===== config.mk =====
export PLATFORM = sky130hd
export DESIGN_NAME = ps2_keyboard_rx
export DESIGN_NICKNAME = d
export VERILOG_FILES = /design/src/rtl/ps2_keyboard_rx.sv
export SDC_FILE = /design/constraint.sdc
export NUM_CORES = 1
export LEC_CHECK = 0
export BUFFER_PORTS_ARGS = -buffer_cell sky130_fd_sc_hd__buf_4
export CAP_MARGIN = 10
export CORE_ASPECT_RATIO = 1.1
export CORE_MARGIN = 2
export CORE_UTILIZATION = 55
export DETAILED_ROUTE_END_ITERATION = 7
export PLACE_DENSITY = 0.75
export SLEW_MARGIN = 0
export SYNTH_ARGS = -nofsm -noshare
export SYNTH_HDL_FRONTEND = slang
export SYNTH_SLANG_ARGS = --single-unit

===== constraint.sdc =====
create_clock -name clk -period 3.05 [get_ports clk]
set_clock_uncertainty 0.2 [all_clocks]
set_input_delay 0.1525 -clock clk [delete_from_list [all_inputs] [get_ports clk]]
set_output_delay 0.1525 -clock clk [all_outputs]
set_load 0.05 [all_outputs]

===== src/rtl/ps2_keyboard_rx.sv =====
// PS/2 keyboard receiver: deframes device-to-host bytes into a scancode FIFO.
// Define PS2_BREAK_FILTER_EN to fold 0xF0 break prefixes into a release bit.
module ps2_keyboard_rx #(
  parameter int bus            = 32,
  parameter int FIFO_DEPTH     = 8,
  parameter int TIMEOUT_CYCLES = 50000
) (
  input  logic           clk,
  input  logic           reset,
  input  logic           ps2_clk,
  input  logic           ps2_dat,
  input  logic           rd_ack,
  output logic [bus-1:0] keyboard_data,
  output logic           irq
);
  localparam int AW = (FIFO_DEPTH > 1) ? $clog2(FIFO_DEPTH) : 1;
  localparam int CW = AW + 1;
  localparam int TW = (TIMEOUT_CYCLES > 1) ? $clog2(TIMEOUT_CYCLES) : 1;
`ifdef PS2_BREAK_FILTER_EN
  localparam int EW = 9;
`else
  localparam int EW = 8;
`endif

  typedef enum logic [1:0] {IDLE, DATA, PARITY, STOP} state_t;

  logic clk_s1, clk_s2, clk_q;
  logic dat_s1, dat_s2;
  logic fall;

  // two-flop synchronizers plus one delay tap for edge detection
  always_ff @(posedge clk or negedge reset) begin
    if (!reset) begin
      clk_s1 <= 1'b1;
      clk_s2 <= 1'b1;
      clk_q  <= 1'b1;
      dat_s1 <= 1'b1;
      dat_s2 <= 1'b1;
    end else begin
      clk_s1 <= ps2_clk;
      clk_s2 <= clk_s1;
      clk_q  <= clk_s2;
      dat_s1 <= ps2_dat;
      dat_s2 <= dat_s1;
    end
  end

  assign fall = clk_q & ~clk_s2;

  state_t        state;
  logic [2:0]    bit_cnt;
  logic [7:0]    shreg;
  logic          par_bit;
  logic [TW-1:0] tcnt;
  logic          frame_good;
  logic          frame_ok;
  logic          frame_bad;
  logic          tmo;

  assign frame_good = dat_s2 & (^{shreg, par_bit});
  assign frame_ok   = fall && (state == STOP) && frame_good;
  assign frame_bad  = fall && (state == STOP) && !frame_good;
  assign tmo        = !fall && (state != IDLE) &&
                      (tcnt == TW'(TIMEOUT_CYCLES - 1));

  // frame deserializer, stepping on PS/2 falling edges, with abort timer
  always_ff @(posedge clk or negedge reset) begin
    if (!reset) begin
      state   <= IDLE;
      bit_cnt <= '0;
      shreg   <= '0;
      par_bit <= 1'b0;
      tcnt    <= '0;
    end else if (fall) begin
      tcnt <= '0;
      unique case (state)
        IDLE: begin
          if (!dat_s2) begin
            state   <= DATA;
            bit_cnt <= '0;
          end
        end
        DATA: begin
          shreg   <= {dat_s2, shreg[7:1]};
          bit_cnt <= bit_cnt + 3'd1;
          if (bit_cnt == 3'd7) state <= PARITY;
        end
        PARITY: begin
          par_bit <= dat_s2;
          state   <= STOP;
        end
        STOP:    state <= IDLE;
        default: state <= IDLE;
      endcase
    end else if (state == IDLE) begin
      tcnt <= '0;
    end else if (tmo) begin
      state <= IDLE;
      tcnt  <= '0;
    end else begin
      tcnt <= tcnt + TW'(1);
    end
  end

  logic          push_req;
  logic [EW-1:0] push_code;

`ifdef PS2_BREAK_FILTER_EN
  logic rel;

  assign push_req  = frame_ok && (shreg != 8'hF0);
  assign push_code = {rel, shreg};

  // break prefix arms a release tag for the next scancode only
  always_ff @(posedge clk or negedge reset) begin
    if (!reset)               rel <= 1'b0;
    else if (frame_ok)        rel <= (shreg == 8'hF0);
    else if (frame_bad | tmo) rel <= 1'b0;
  end
`else
  assign push_req  = frame_ok;
  assign push_code = shreg;
`endif

  logic [EW-1:0]  mem [FIFO_DEPTH];
  logic [AW-1:0]  wr_ptr, rd_ptr, rd_ptr_n;
  logic [CW-1:0]  count, count_n;
  logic           ovf, perr, ovf_n, perr_n;
  logic           full, do_push, do_pop;
  logic [EW-1:0]  head_n;
  logic [bus-1:0] kd_n;

  // next FIFO state, computed ahead so the output word has one-cycle latency
  always_comb begin
    full     = (count == CW'(FIFO_DEPTH));
    do_pop   = rd_ack && (count != '0);
    do_push  = push_req && (!full || do_pop);
    rd_ptr_n = do_pop ? rd_ptr + AW'(1) : rd_ptr;
    count_n  = count;
    if (do_push && !do_pop) count_n = count + CW'(1);
    if (!do_push && do_pop) count_n = count - CW'(1);
    ovf_n  = (ovf && !rd_ack) || (push_req && !do_push);
    perr_n = (perr && !rd_ack) || frame_bad;
    head_n = '0;
    if (count_n != '0) begin
      if (do_push && (wr_ptr == rd_ptr_n)) head_n = push_code;
      else                                 head_n = mem[rd_ptr_n];
    end
    kd_n         = '0;
    kd_n[15:8]   = 8'(count_n);
    kd_n[7:0]    = head_n[7:0];
`ifdef PS2_BREAK_FILTER_EN
    kd_n[16]     = head_n[8];
`endif
    kd_n[bus-1]  = (count_n != '0);
    kd_n[bus-2]  = ovf_n;
    kd_n[bus-3]  = perr_n;
  end

  // FIFO pointers, sticky flags and the registered status word
  always_ff @(posedge clk or negedge reset) begin
    if (!reset) begin
      wr_ptr        <= '0;
      rd_ptr        <= '0;
      count         <= '0;
      ovf           <= 1'b0;
      perr          <= 1'b0;
      keyboard_data <= '0;
      irq           <= 1'b0;
    end else begin
      if (do_push) wr_ptr <= wr_ptr + AW'(1);
      rd_ptr        <= rd_ptr_n;
      count         <= count_n;
      ovf           <= ovf_n;
      perr          <= perr_n;
      keyboard_data <= kd_n;
      irq           <= (count_n != '0);
    end
  end

  // scancode storage
  always_ff @(posedge clk) begin
    if (do_push) mem[wr_ptr] <= push_code;
  end

endmodule


==> parameters.txt, run 1 <==
Parameter                              Value

Critical path
  Depth of the worst register-to-register path ... 10
  Series of cell instances along the critical path ... inv_1 > ha_2 > or2b_2 > a2111oi_4 > mux2i_4 > and2_2 > a32oi_4 > nor3_4 > buf_12 > a311oi_2
  Worst Path Required ... 3.16 ns
  Delay of the slowest cell on the worst path ... 0.43 ns
  End of the worst register-to-register path ... keyboard_data[0]$_DFF_PN0_
  Top fanout value on the critical path ... 9
  Critical path class ... reg -> reg
  Crit path capture ... keyboard_data[0]$_DFF_PN0_
  First element of the critical path ... count[0]$_DFF_PN0_
  CP endpoint kind ... flip-flop
  Library cell contributing the largest single delay on the critical path ... sky130_fd_sc_hd__dfrtp_2
  Register-to-register setup slack ... 0.19 ns
  Reg-to-reg startpoint ... count[0]$_DFF_PN0_
  Critical path data arrival time ... 2.98 ns
  Launching element type of the critical path ... flip-flop

Synth
  Share of synthesized registers carrying an async set or reset ... 46.7%
  Synthesized cell area ... 6130 um^2
  Sequential-to-total area share from yosys stat ... 54.3%
  Post-Synthesis Mean Instance Area ... 14.5 um^2
  Number of enable flip-flop cells after synthesis ... 64
  Post-synthesis instance total ... 423
  Synth warn ... 0
  Count of distinct cell types in the synthesized netlist ... 71
  Post-synthesis register bit count ... 120
  Top flip-flop cell by instance count after synthesis ... sky130_fd_sc_hd__edfxtp_1

Finish
  Leading cell type in the layout, fill and taps excluded ... sky130_fd_sc_hd__edfxtp_1
  Post-layout utilization of the core ... between 60% and 70%
  Share of cells above drive strength 1 ... between 20% and 30%
  Top library cells by usage in the layout, fill and taps aside ... sky130_fd_sc_hd__edfxtp_1, sky130_fd_sc_hd__dfrtp_1, sky130_fd_sc_hd__nor2_1, sky130_fd_sc_hd__buf_4, sky130_fd_sc_hd__mux4_1
  Number of antenna cells inserted ... 0
  Area growth from synthesis to layout ... 17.2%
  Total of fill cells in the finished design ... 766
  Total number of nets in the final design ... just under 500
  Finished Cell Area ... 7190 um^2

STA
  Transition time of the tightest slew-check pin ... 0.697 ns
  Peak clock frequency supported by timing ... around 350 MHz
  Setup TNS ... 0 ns
  Finish-stage setup viols ... 0
  Number of failing hold endpoints at the final stage ... 0
  Period minus WS final ... around 2.9 ns
  Setup repair after global routing missed its margin ... no
  Final Cycle Share ... 93.9%
  Max-slew headroom at the worst pin ... 53.5%
  Max Transition Viols Final ... 0

Die
  Site row count ... 40
  X dimension of the die ... around 100 um
  Floorplan Core Area ... roughly 11000 um^2
  Full die area ... 12000 um^2
  Die H ... around 110 um
  Initial core utilization ... 56.2%
  Number of top-level pins ... 38

Job
  Max-cap violations ... 0

Routing
  Post-detailed-route wirelength per cell ... 19.0 um
  Vias after detailed routing ... 3630
  Total length of routed wires ... 11.9 mm
  Detailed-route vias per instance ... between 5 and 6
  Final routed DRC violation total ... 0
  Iter 0 DRT Violations ... approximately 250
  Antenna Violating Nets Remaining ... 0
  DR pass1 iterations ... 5

Global route
  Largest net degree at the start of global routing ... 57
  First-pass GRT wire length ... 19.5 mm
  Total routing usage reported by global routing ... about 22%
  Antenna violations before repair ... 0
  GRT Residual Overflow ... 0
  Number of global-route vias before repair ... ~3700

Place
  Gp weighted congestion ... 0.801
  Placed inst area ... 6490 um^2
  DPL Wire Length ... 7.90 mm
  Input/output buffers ... 20

Clocking
  CTS buffer count ... 17
  CTS max path bufs ... 2
  Buffer cell driving the clock tree root ... sky130_fd_sc_hd__clkbuf_16
  Clk slew on worst S/H paths ... 0.06 ns
  CTS HTree Levels ... 4
  Worst skew pair latency ... between 0.4 and 0.5 ns
  CTS tree ... yes
  CTS sink count ... 120

Power
  Sequential share of power ... around 31%
  Switching component of the power ... 2.20 mW
  Internal Dissipation ... around 4.4 mW
  Share of total power consumed by net switching ... between 30% and 40%
  Pwr per Cell Area ... 916 nW/um^2
  Worst ir drop on vdd ... 0.546 mV
  Standby leakage power ... 2.89 nW
  Combinational group share of total power ... between 30 and 40%
  Share of power burned in the clock network ... 31.1%

Run status
  Run status ... finished clean

Worst hold path
  Type of the tightest min-delay check ... in -> async
## Yosys cell counts, types with 4 or more instances
cell type                   n  share of area (%)
sky130_fd_sc_hd__buf_4     21                2.6
sky130_fd_sc_hd__mux2_2    10                1.8
sky130_fd_sc_hd__edfxtp_1  64                 31
sky130_fd_sc_hd__a311oi_2   7                1.7
sky130_fd_sc_hd__a22oi_1   18                2.2
sky130_fd_sc_hd__mux4_2     4                1.5
sky130_fd_sc_hd__mux4_1    28                 12
sky130_fd_sc_hd__nor2_1    43                2.6
sky130_fd_sc_hd__nand2_1   27                1.7
sky130_fd_sc_hd__o21ai_0   10               0.82
sky130_fd_sc_hd__or2_2      4               0.41
sky130_fd_sc_hd__xnor2_1   14                2.0
sky130_fd_sc_hd__dfrtp_1   51                 21
sky130_fd_sc_hd__ha_1      11                2.2
sky130_fd_sc_hd__dfstp_2    5                2.1
sky130_fd_sc_hd__nand3_1    4               0.33
sky130_fd_sc_hd__xor2_1    12                1.7
sky130_fd_sc_hd__inv_1     12               0.73
sky130_fd_sc_hd__clkbuf_1   8               0.49
## flip-flops by register name, indices dropped and copies added, names as in the netlist, 2 cells and up
register	flops
bit_cnt	3
count	3
keyboard_data	12
mem	64
push_code	8
rd_ptr	3
state	2
tcnt	16
wr_ptr	3
## through the flow
stage | total power [mW] | hold slack [ns] | instances | worst slack [ns]
finish | 6.58 | 0.131 | 629 | 0.185
global route | 6.85 | 0.161 | 629 | 0.0141
CTS | 6.57 | 0.151 | 628 | 0.0834
detailed placement | 4.49 | 0.0562 | 592 | 0.129
global placement | 4.42 | 0.0424 | 592 | 0.215
floorplan | 3.94 | -0.343 | 439 | 0.0526
## cells by family (layout without fill, tap and decap cells)
group	count (synthesis)	after routing	share of synthesized area, %
adder cells (fa/ha/maj)	11	11	2.24
AO/OA/AOI/OAI	55	55	8.49
other	1	17	0.0611
buffers and inverters	52	95	5.00
AND/OR/NAND/NOR	109	109	8.75
XOR/XNOR	29	29	4.81
multiplexers	46	46	16.4
flip-flops	120	120	54.3
## layer usage
metal	track usage, %	vias to the layer above	share of wire (%)
li1	-	1665	-
met1	26.4	1808	40
met2	36.9	137	52
met3	5.73	20	6.0
met4	9.51	0	1.6
met5	0	-	0
## critical path: cells and delay by family, from the launching register on
family	cells	cell delay, ns
muxes	1	0.16
AOI/OAI and AO/OA	3	0.78
adders and majority gates	1	0.25
buffers and inverters	2	0.28
and+or+nand+nor	3	0.67
DFF	1	0.43
## power by group through the flow
stage               combinational, mW  sequential [mW]  clock, mW
floorplan                        1.60             2.34          0
finish                           2.48             2.05       2.05
CTS                              2.45             2.05       2.07
detailed placement               2.42             2.08          0
global route                     2.64             2.07       2.14
global placement                 2.35             2.07          0
## final cells by class
cell class	instances	area [um^2]	area share, %
flip-flops and latches	120	3330	46.3
multi-input cells	267	2600	36.2
clock buffers	24	492	6.84
repair buffers	50	414	5.76
well taps	147	184	2.56
clock inverters	8	118	1.64
inverters	13	48.8	0.679
## how the worst min path moves through the flow
stage	start	to	cells past startpoint
detailed placement	reset	keyboard_data[11]$_DFF_PN0_	1
global route	dat_s1$_DFF_PN1_	dat_s2$_DFF_PN1_	0
CTS	reset	keyboard_data[11]$_DFF_PN0_	2
finish	reset	keyboard_data[11]$_DFF_PN0_	2
floorplan	reset	bit_cnt[0]$_DFFE_PN0P_	0
global placement	reset	keyboard_data[11]$_DFF_PN0_	1
## timing repair
item / in CTS / in global routing
gates resized for setup: 0 / 5
endpoints found under the setup margin: 0 / 8
buffers inserted: 0 / 1
hold buffers: 4 / 0
hold endpoints to repair: 56 / 0
Note: power is estimated with default switching activity, not from simulation.
==> run 2: changes to the inputs <==
- ABC_AREA: unset -> 1
- CORE_MARGIN: 2 -> unset
- CORE_UTILIZATION: 55 -> 54
- PLACE_DENSITY: 0.75 -> 0.74
==> run 2 against run 1 <==
Compared with the run above:
- the run now ends with DRC left
- global-route usage grew 2.1 points
- non-clock buffer count fell by 1
- final cell count is 17% higher
- area after synthesis decreased by 11%
- critical path depth up 3
- power down 2.2%
- clock-buffer cell count is 2 higher
==> parameters.txt, run 2 <==
Parameter                              Value

Finish
  Leading cell type in the layout, fill and taps excluded ... sky130_fd_sc_hd__nand2_1
  Share of cells above drive strength 1 ... 15.9% (-12 points)
  Top reg by flops ... mem
  Finished Cell Area ... 6480 um^2 (-9.9%)
  Multi-input combinational cell area ... 1820 um^2 (-30%)
  Largest register FFs ... 64 (unchanged)
  Largest regs ... mem: 64 flops, tcnt: 16 flops, keyboard_data: 12 flops
  Total number of nets in the final design ... 621 (+28%)
  Top library cells by usage in the layout, fill and taps aside ... sky130_fd_sc_hd__nand2_1, sky130_fd_sc_hd__edfxtp_1, sky130_fd_sc_hd__dfrtp_1, sky130_fd_sc_hd__nand3_1, sky130_fd_sc_hd__inv_1
  Area growth from synthesis to layout ... 18.3%
  Register cell area after layout ... 3330 um^2 (about the same)
  Number of antenna cells inserted ... 0 (unchanged)
  Total of fill cells in the finished design ... 729 (-4.8%)

Routing
  Antenna Violating Nets Remaining ... 0 (unchanged)
  Total length of routed wires ... 11.5 mm (-3.9%)
  Iter 0 DRT Violations ... 304 (+20%)
  Vias after detailed routing ... 3916 (+7.9%)
  Post-detailed-route wirelength per cell ... 15.6 um (-18%)
  Detailed-route vias per instance ... 5.31 (-8.1%)
  Final routed DRC violation total ... 2 (+2)
  DR pass1 iterations ... 8 (+3)

Critical path
  Kind of cell adding the most delay to the critical path ... compound AO/OA/AOI/OAI gates
  Number of cells on the critical path ... 13 (+3)
  Register-to-register setup slack ... 0.21 ns (+0.03 ns)
  Critical path class ... reg -> reg
  Launching element type of the critical path ... flip-flop
  Delay of the slowest cell on the worst path ... 0.39 ns (-0.04 ns)
  Depth of the worst register-to-register path ... 13 (+3)
  Series of cell instances along the critical path ... inv_1 > ha_1 > a31oi_4 > inv_4 > nand2_1 > nand2_1 > buf_12 > nand2_1 > nand3_1 > a21oi_1 > o21ai_0 > o21ai_0 > a21oi_1
  Critical path data arrival time ... 3.02 ns (+0.04 ns)
  End of the worst register-to-register path ... keyboard_data[0]$_DFF_PN0_
  Worst Path Required ... 3.23 ns (+0.07 ns)
  Reg-to-reg startpoint ... count[0]$_DFF_PN0_
  Top fanout value on the critical path ... 24 (+15)
  CP endpoint kind ... flip-flop
  Library cell contributing the largest single delay on the critical path ... sky130_fd_sc_hd__dfrtp_1
  Buf/Inv on CP ... 3 (+1)
  CP dominant cell by count ... sky130_fd_sc_hd__nand2_1

STA
  Period minus WS final ... 2.84 ns (-0.0294 ns)
  Number of failing hold endpoints at the final stage ... 0 (unchanged)
  Max-slew headroom at the worst pin ... 51.7% (-1.8 points)
  Max Transition Viols Final ... 0 (unchanged)
  Setup TNS ... 0 ns (unchanged)
  Peak clock frequency supported by timing ... 353 MHz (+1.0%)
  Final Cycle Share ... 93.0% (-0.96 points)
  Finish-stage setup viols ... 0 (unchanged)
  Transition time of the tightest slew-check pin ... 0.724 ns (+0.0267 ns)
  Setup repair after global routing missed its margin ... no

Clocking
  CTS HTree Levels ... 4 (unchanged)
  CTS sink count ... 120 (unchanged)
  Worst skew pair latency ... 0.52 ns (+0.10 ns)
  Clk slew on worst S/H paths ... 0.06 ns (about the same)
  CTS max path bufs ... 2 (unchanged)
  Setup repair bufs after CTS ... 0 (unchanged)
  CTS tree ... yes
  Buffer cell driving the clock tree root ... sky130_fd_sc_hd__clkbuf_8
  CTS buffer count ... 17 (unchanged)

Synth
  Synth warn ... 0 (unchanged)
  Share of synthesized registers carrying an async set or reset ... 46.7% (unchanged)
  Synthesized cell area ... 5480 um^2 (-11%)
  Commonest cells in the netlist ... sky130_fd_sc_hd__nand2_1, sky130_fd_sc_hd__edfxtp_1, sky130_fd_sc_hd__dfrtp_1
  Number of enable flip-flop cells after synthesis ... 64 (unchanged)
  Post-synthesis instance total ... 552 (+30%)
  Post-synth top area share ... 35.1% (+3.8 points)
  Post-synthesis register bit count ... 120 (unchanged)
  Leading cell type by number of instances after synthesis ... sky130_fd_sc_hd__nand2_1
  Top area cells in the synthesized netlist ... sky130_fd_sc_hd__edfxtp_1, sky130_fd_sc_hd__dfrtp_1, sky130_fd_sc_hd__nand2_1
  Top flip-flop cell by instance count after synthesis ... sky130_fd_sc_hd__edfxtp_1
  Sequential-to-total area share from yosys stat ... 60.8% (+6.5 points)
  Largest area contributor in the synthesized netlist ... sky130_fd_sc_hd__edfxtp_1
  Post-Synthesis Mean Instance Area ... 9.92 um^2 (-32%)
  Count of distinct cell types in the synthesized netlist ... 41 (-42%)

Power
  Pwr per Cell Area ... 994 nW/um^2 (+8.6%)
  Standby leakage power ... 2.76 nW (-4.6%)
  Worst ir drop on vdd ... 0.469 mV (-14%)
  Final Power ... 6.44 mW (-2.2%)

Global route
  Number of global-route vias before repair ... 3782 (+0.99%)
  Total routing usage reported by global routing ... 23.8% (+2.1 points)
  Antenna violations before repair ... 0 (unchanged)
  GRT Residual Overflow ... 0 (unchanged)
  First-pass GRT wire length ... 18.5 mm (-5.0%)
  Largest net degree at the start of global routing ... 57 (unchanged)

Die
  Full die area ... 10500 um^2 (-12%)
  Die H ... 108 um (-6.2%)
  Number of top-level pins ... 38 (unchanged)
  Initial core utilization ... 55.6% (-0.58 points)
  X dimension of the die ... 98.0 um (-6.4%)
  Site row count ... 38 (-5.0%)
  Floorplan Core Area ... 9840 um^2 (-9.8%)

Worst hold path
  Type of the tightest min-delay check ... in -> async

Run status
  Run status ... complete, but fails checks
  Violated checks ... DRC

Place
  Gp weighted congestion ... 0.889 (+11%)
  Input/output buffers ... 20 (unchanged)
  Placed inst area ... 5850 um^2 (-9.9%)
  DPL Wire Length ... 7.77 mm (-1.6%)

Job
  Max-cap violations ... 0 (unchanged)
run 2: changes by cell type in the layout (fill, tap and decap cells not counted), moves of 10 or more:
cell,delta
sky130_fd_sc_hd__nor3_1,+18
sky130_fd_sc_hd__nor2_1,-18
sky130_fd_sc_hd__xor2_1,-10
sky130_fd_sc_hd__mux2_2,-10
sky130_fd_sc_hd__o21ai_0,+18
sky130_fd_sc_hd__a22oi_1,-18
sky130_fd_sc_hd__a21oi_1,+26
sky130_fd_sc_hd__nand3_1,+43
sky130_fd_sc_hd__xnor2_1,-10
sky130_fd_sc_hd__mux4_1,-28
sky130_fd_sc_hd__inv_1,+33
sky130_fd_sc_hd__nand2_1,+124
run 2: final cells by class:
class                      instances  area share (%)
clock buffer                      26            8.19
clock inverter                     6           0.889
inverter                          49            2.88
multi-input combinational        368            28.1
sequential                       120            51.4
tap                              120            2.32
timing repair buffer              49            6.22
run 2: per-stage QoR:
step / util [%] / std cells / hold slack [ns] / worst slack (ns)
final: 65.8 / 738 / 0.0236 / 0.215
after global routing: 65.8 / 738 / 0.0813 / 0.00404
after CTS: 65.8 / 738 / 0.0479 / 0.168
after detailed placement: 59.4 / 702 / 0.0473 / 0.263
after global placement: 59.4 / 702 / 0.0536 / 0.321
after floorplan: - / 568 / -0.343 / 0.202
run 2: kinds of logic (layout without fill, tap and decap cells):
group,count (synthesis),after routing,share of synthesized area [%]
simple gates,262,262,20.7
flops,120,120,60.8
buf+inv,80,130,7.11
compound gates,72,72,7.45
fa+ha+maj,11,11,2.51
xor+xnor,6,6,1.30
other cells,1,17,0.0685
run 2: worst max path at each step:
stage | start | endpoint
floorplan | count[0]$_DFF_PN0_ | keyboard_data[0]$_DFF_PN0_
global placement | count[0]$_DFF_PN0_ | keyboard_data[6]$_DFF_PN0_
detailed placement | count[0]$_DFF_PN0_ | keyboard_data[6]$_DFF_PN0_
CTS | count[0]$_DFF_PN0_ | keyboard_data[0]$_DFF_PN0_
global route | count[0]$_DFF_PN0_ | keyboard_data[2]$_DFF_PN0_
finish | count[0]$_DFF_PN0_ | keyboard_data[0]$_DFF_PN0_
run 2: report_power, final:
part	internal, mW	switching, mW	total [mW]
combinational	0.771	1.68	2.45
clock	1.26	0.668	1.93
sequential	1.93	0.134	2.06
total	3.96	2.48	6.44
run 2: what timing repair did:
| action | 4_1_cts | 5_1_grt |
|---|---|---|
| setup endpoints to repair | 0 | 6 |
| gates resized for setup | 0 | 1 |
| endpoints found under the hold margin | 61 | 0 |
| hold buffers | 4 | 0 |
run 2: layer usage:
layer | part of all wire (%) | vias to the layer above | GRT usage (%)
met5 | 0 | - | 0
met1 | 43 | 1857 | 29.7
li1 | - | 1929 | -
met4 | 2.4 | 0 | 10.3
met3 | 5.1 | 24 | 5.06
met2 | 50 | 106 | 40.1
run 2: worst reg2reg max path, stage by stage, from the launching register on:
cell and delay, ns:
sky130_fd_sc_hd__dfrtp_1 0.39, sky130_fd_sc_hd__inv_1 0.11, sky130_fd_sc_hd__ha_1 0.28, sky130_fd_sc_hd__a31oi_4 0.37
sky130_fd_sc_hd__inv_4 0.10, sky130_fd_sc_hd__nand2_1 0.09, sky130_fd_sc_hd__nand2_1 0.25, sky130_fd_sc_hd__buf_12 0.26
sky130_fd_sc_hd__nand2_1 0.07, sky130_fd_sc_hd__nand3_1 0.09, sky130_fd_sc_hd__a21oi_1 0.23, sky130_fd_sc_hd__o21ai_0 0.13
sky130_fd_sc_hd__o21ai_0 0.09, sky130_fd_sc_hd__a21oi_1 0.05
==> run 3: changes to the inputs <==
- RECOVER_POWER: unset -> 25
==> run 3 against run 2 <==
Compared with the run above:
- the run still ends with DRC left
- sequential power barely moved
- critical path type unchanged
- highest routed layer unchanged
- clock-buffer cell count stayed put
- core utilization shrank 0.064 points
==> parameters.txt, run 3 (synthesized netlist as in run 2, its figures left out) <==
Parameter                              Value

Worst hold path
  Type of the tightest min-delay check ... in -> reg

Finish
  Area growth from synthesis to layout ... 18.2% (about the same)
  Top library cells by usage in the layout, fill and taps aside ... sky130_fd_sc_hd__nand2_1, sky130_fd_sc_hd__edfxtp_1, sky130_fd_sc_hd__dfrtp_1, sky130_fd_sc_hd__nand3_1, sky130_fd_sc_hd__inv_1
  Finished Cell Area ... 6470 um^2 (about the same)
  Post-layout utilization of the core ... 65.7% (about the same)
  Total of fill cells in the finished design ... 729 (unchanged)
  Leading cell type in the layout, fill and taps excluded ... sky130_fd_sc_hd__nand2_1
  Share of cells above drive strength 1 ... 15.7% (-0.16 points)
  Largest regs ... mem: 64 flops, tcnt: 16 flops, keyboard_data: 12 flops
  Number of antenna cells inserted ... 0 (unchanged)
  Largest register FFs ... 64 (unchanged)
  Total number of nets in the final design ... 621 (unchanged)
  Top reg by flops ... mem

Critical path
  Launching element type of the critical path ... flip-flop
  Kind of cell adding the most delay to the critical path ... compound AO/OA/AOI/OAI gates
  Top fanout value on the critical path ... 24 (unchanged)
  Delay of the slowest cell on the worst path ... 0.39 ns (about the same)
  CP endpoint kind ... flip-flop
  Critical path class ... reg -> reg
  Critical path data arrival time ... 3.03 ns (about the same)
  Buf/Inv on CP ... 3 (unchanged)
  CP dominant cell by count ... sky130_fd_sc_hd__nand2_1
  Library cell contributing the largest single delay on the critical path ... sky130_fd_sc_hd__dfrtp_1
  Series of cell instances along the critical path ... inv_1 > ha_1 > a31oi_4 > inv_4 > nand2_1 > nand2_1 > buf_12 > nand2_1 > nand3_1 > a21oi_1 > o21ai_0 > o21ai_0 > a21oi_1
  Worst Path Required ... 3.23 ns (about the same)

Power
  Internal Dissipation ... 3.96 mW (about the same)
  Pwr per Cell Area ... 995 nW/um^2 (+0.11%)
  Switching component of the power ... 2.48 mW (about the same)
  Worst ir drop on vdd ... 0.470 mV (+0.20%)
  Share of power burned in the clock network ... 29.9% (about the same)
  Standby leakage power ... 2.76 nW (-0.19%)
  Sequential share of power ... 32.0% (about the same)
  Combinational group share of total power ... 38.1% (about the same)
  Share of total power consumed by net switching ... 38.6% (about the same)

STA
  Final Cycle Share ... 93.4% (+0.48 points)
  Number of failing hold endpoints at the final stage ... 0 (unchanged)
  Max-slew headroom at the worst pin ... 5.64% (-46 points)
  Setup repair after global routing missed its margin ... no
  Max Transition Viols Final ... 0 (unchanged)
  Peak clock frequency supported by timing ... 351 MHz (-0.51%)
  Setup TNS ... 0 ns (unchanged)
  Period minus WS final ... 2.85 ns (+0.0145 ns)
  Finish-stage setup viols ... 0 (unchanged)
  Transition time of the tightest slew-check pin ... 1.42 ns (+0.691 ns)

Clocking
  CTS tree ... yes
  Worst skew pair latency ... 0.52 ns (about the same)
  CTS HTree Levels ... 4 (unchanged)
  CTS sink count ... 120 (unchanged)
  Clk slew on worst S/H paths ... 0.06 ns (about the same)
  CTS buffer count ... 17 (unchanged)
  CTS max path bufs ... 2 (unchanged)
  Buffer cell driving the clock tree root ... sky130_fd_sc_hd__clkbuf_8

Run status
  Violated checks ... DRC
  Run status ... complete, but fails checks

Routing
  Antenna Violating Nets Remaining ... 0 (unchanged)
  DR pass1 iterations ... 7 (-1)
  Detailed-route vias per instance ... 5.31 (+0.15%)
  Iter 0 DRT Violations ... 305 (+0.33%)
  Post-detailed-route wirelength per cell ... 15.6 um (+0.27%)
  Total length of routed wires ... 11.5 mm (+0.27%)
  Final routed DRC violation total ... 2 (unchanged)
  Vias after detailed routing ... 3922 (+0.15%)

Job
  Max-cap violations ... 0 (unchanged)

Die
  X dimension of the die ... 98.0 um (unchanged)
  Full die area ... 10500 um^2 (unchanged)
  Initial core utilization ... 55.6% (unchanged)
  Die H ... 108 um (unchanged)
  Site row count ... 38 (unchanged)
  Number of top-level pins ... 38 (unchanged)
  Floorplan Core Area ... 9840 um^2 (unchanged)

Place
  Gp weighted congestion ... 0.889 (unchanged)
  Input/output buffers ... 20 (unchanged)
  DPL Wire Length ... 7.77 mm (unchanged)
  Placed inst area ... 5850 um^2 (unchanged)

Global route
  Total routing usage reported by global routing ... 23.8% (unchanged)
  Largest net degree at the start of global routing ... 57 (unchanged)
  First-pass GRT wire length ... 18.5 mm (unchanged)
  GRT Residual Overflow ... 0 (unchanged)
  Number of global-route vias before repair ... 3782 (unchanged)
  Antenna violations before repair ... 0 (unchanged)
run 3: what timing repair did:
action | 4_1_cts | 5_1_grt
setup buffers | 0 | 0
setup endpoints to repair | 0 | 6
resized for setup | 0 | 1
endpoints found under the hold margin | 61 | 0
hold buffers | 4 | 0
run 3: routing by layer:
metal	GRT usage [%]	wire length [um]
met4	10.3	276
met2	40.1	5700
met5	0	0
met3	5.06	526
met1	29.7	5010
run 3: area by class of cell:
cell class / instances / area, um^2 / share of cell area, %
timing repair buffer: 49 / 397 / 6.13
clock inverter: 6 / 57.6 / 0.890
clock buffer: 26 / 531 / 8.20
sequential: 120 / 3330 / 51.5
tap: 120 / 150 / 2.32
multi-input combinational: 368 / 1820 / 28.1
inverter: 49 / 186 / 2.88
run 3: per-stage QoR:
step	hold WS, ns	std cells	total power, mW	setup WS (ns)
CTS	0.0479	738	6.45	0.168
detailed placement	0.0473	702	4.51	0.263
floorplan	-0.343	568	3.78	0.202
finish	0.0923	738	6.44	0.200
global placement	0.0536	702	4.45	0.321
global route	0.0930	738	6.79	0.00404
run 3: final timing paths:
check,from,to,slack [ns],depth (start not counted)
setup / recovery,count[0]$_DFF_PN0_,keyboard_data[0]$_DFF_PN0_,0.20,13
hold / removal,ps2_clk,clk_s1$_DFF_PN1_,0.09,2
setup reg to reg,count[0]$_DFF_PN0_,keyboard_data[0]$_DFF_PN0_,0.20,13
hold reg to reg,dat_s1$_DFF_PN1_,dat_s2$_DFF_PN1_,0.16,0
max in group asynchronous,reset,keyboard_data[30]$_DFF_PN0_,1.49,2
min in group asynchronous,reset,bit_cnt[0]$_DFFE_PN0P_,0.29,2
run 3: power groups by stage:
stage	Combinational (mW)	Sequential, mW	Clock [mW]
after detailed placement	2.42	2.09	0
final	2.45	2.06	1.93
after global routing	2.70	2.08	2.01
after global placement	2.36	2.08	0
after CTS	2.44	2.06	1.94
after floorplan	1.40	2.38	0
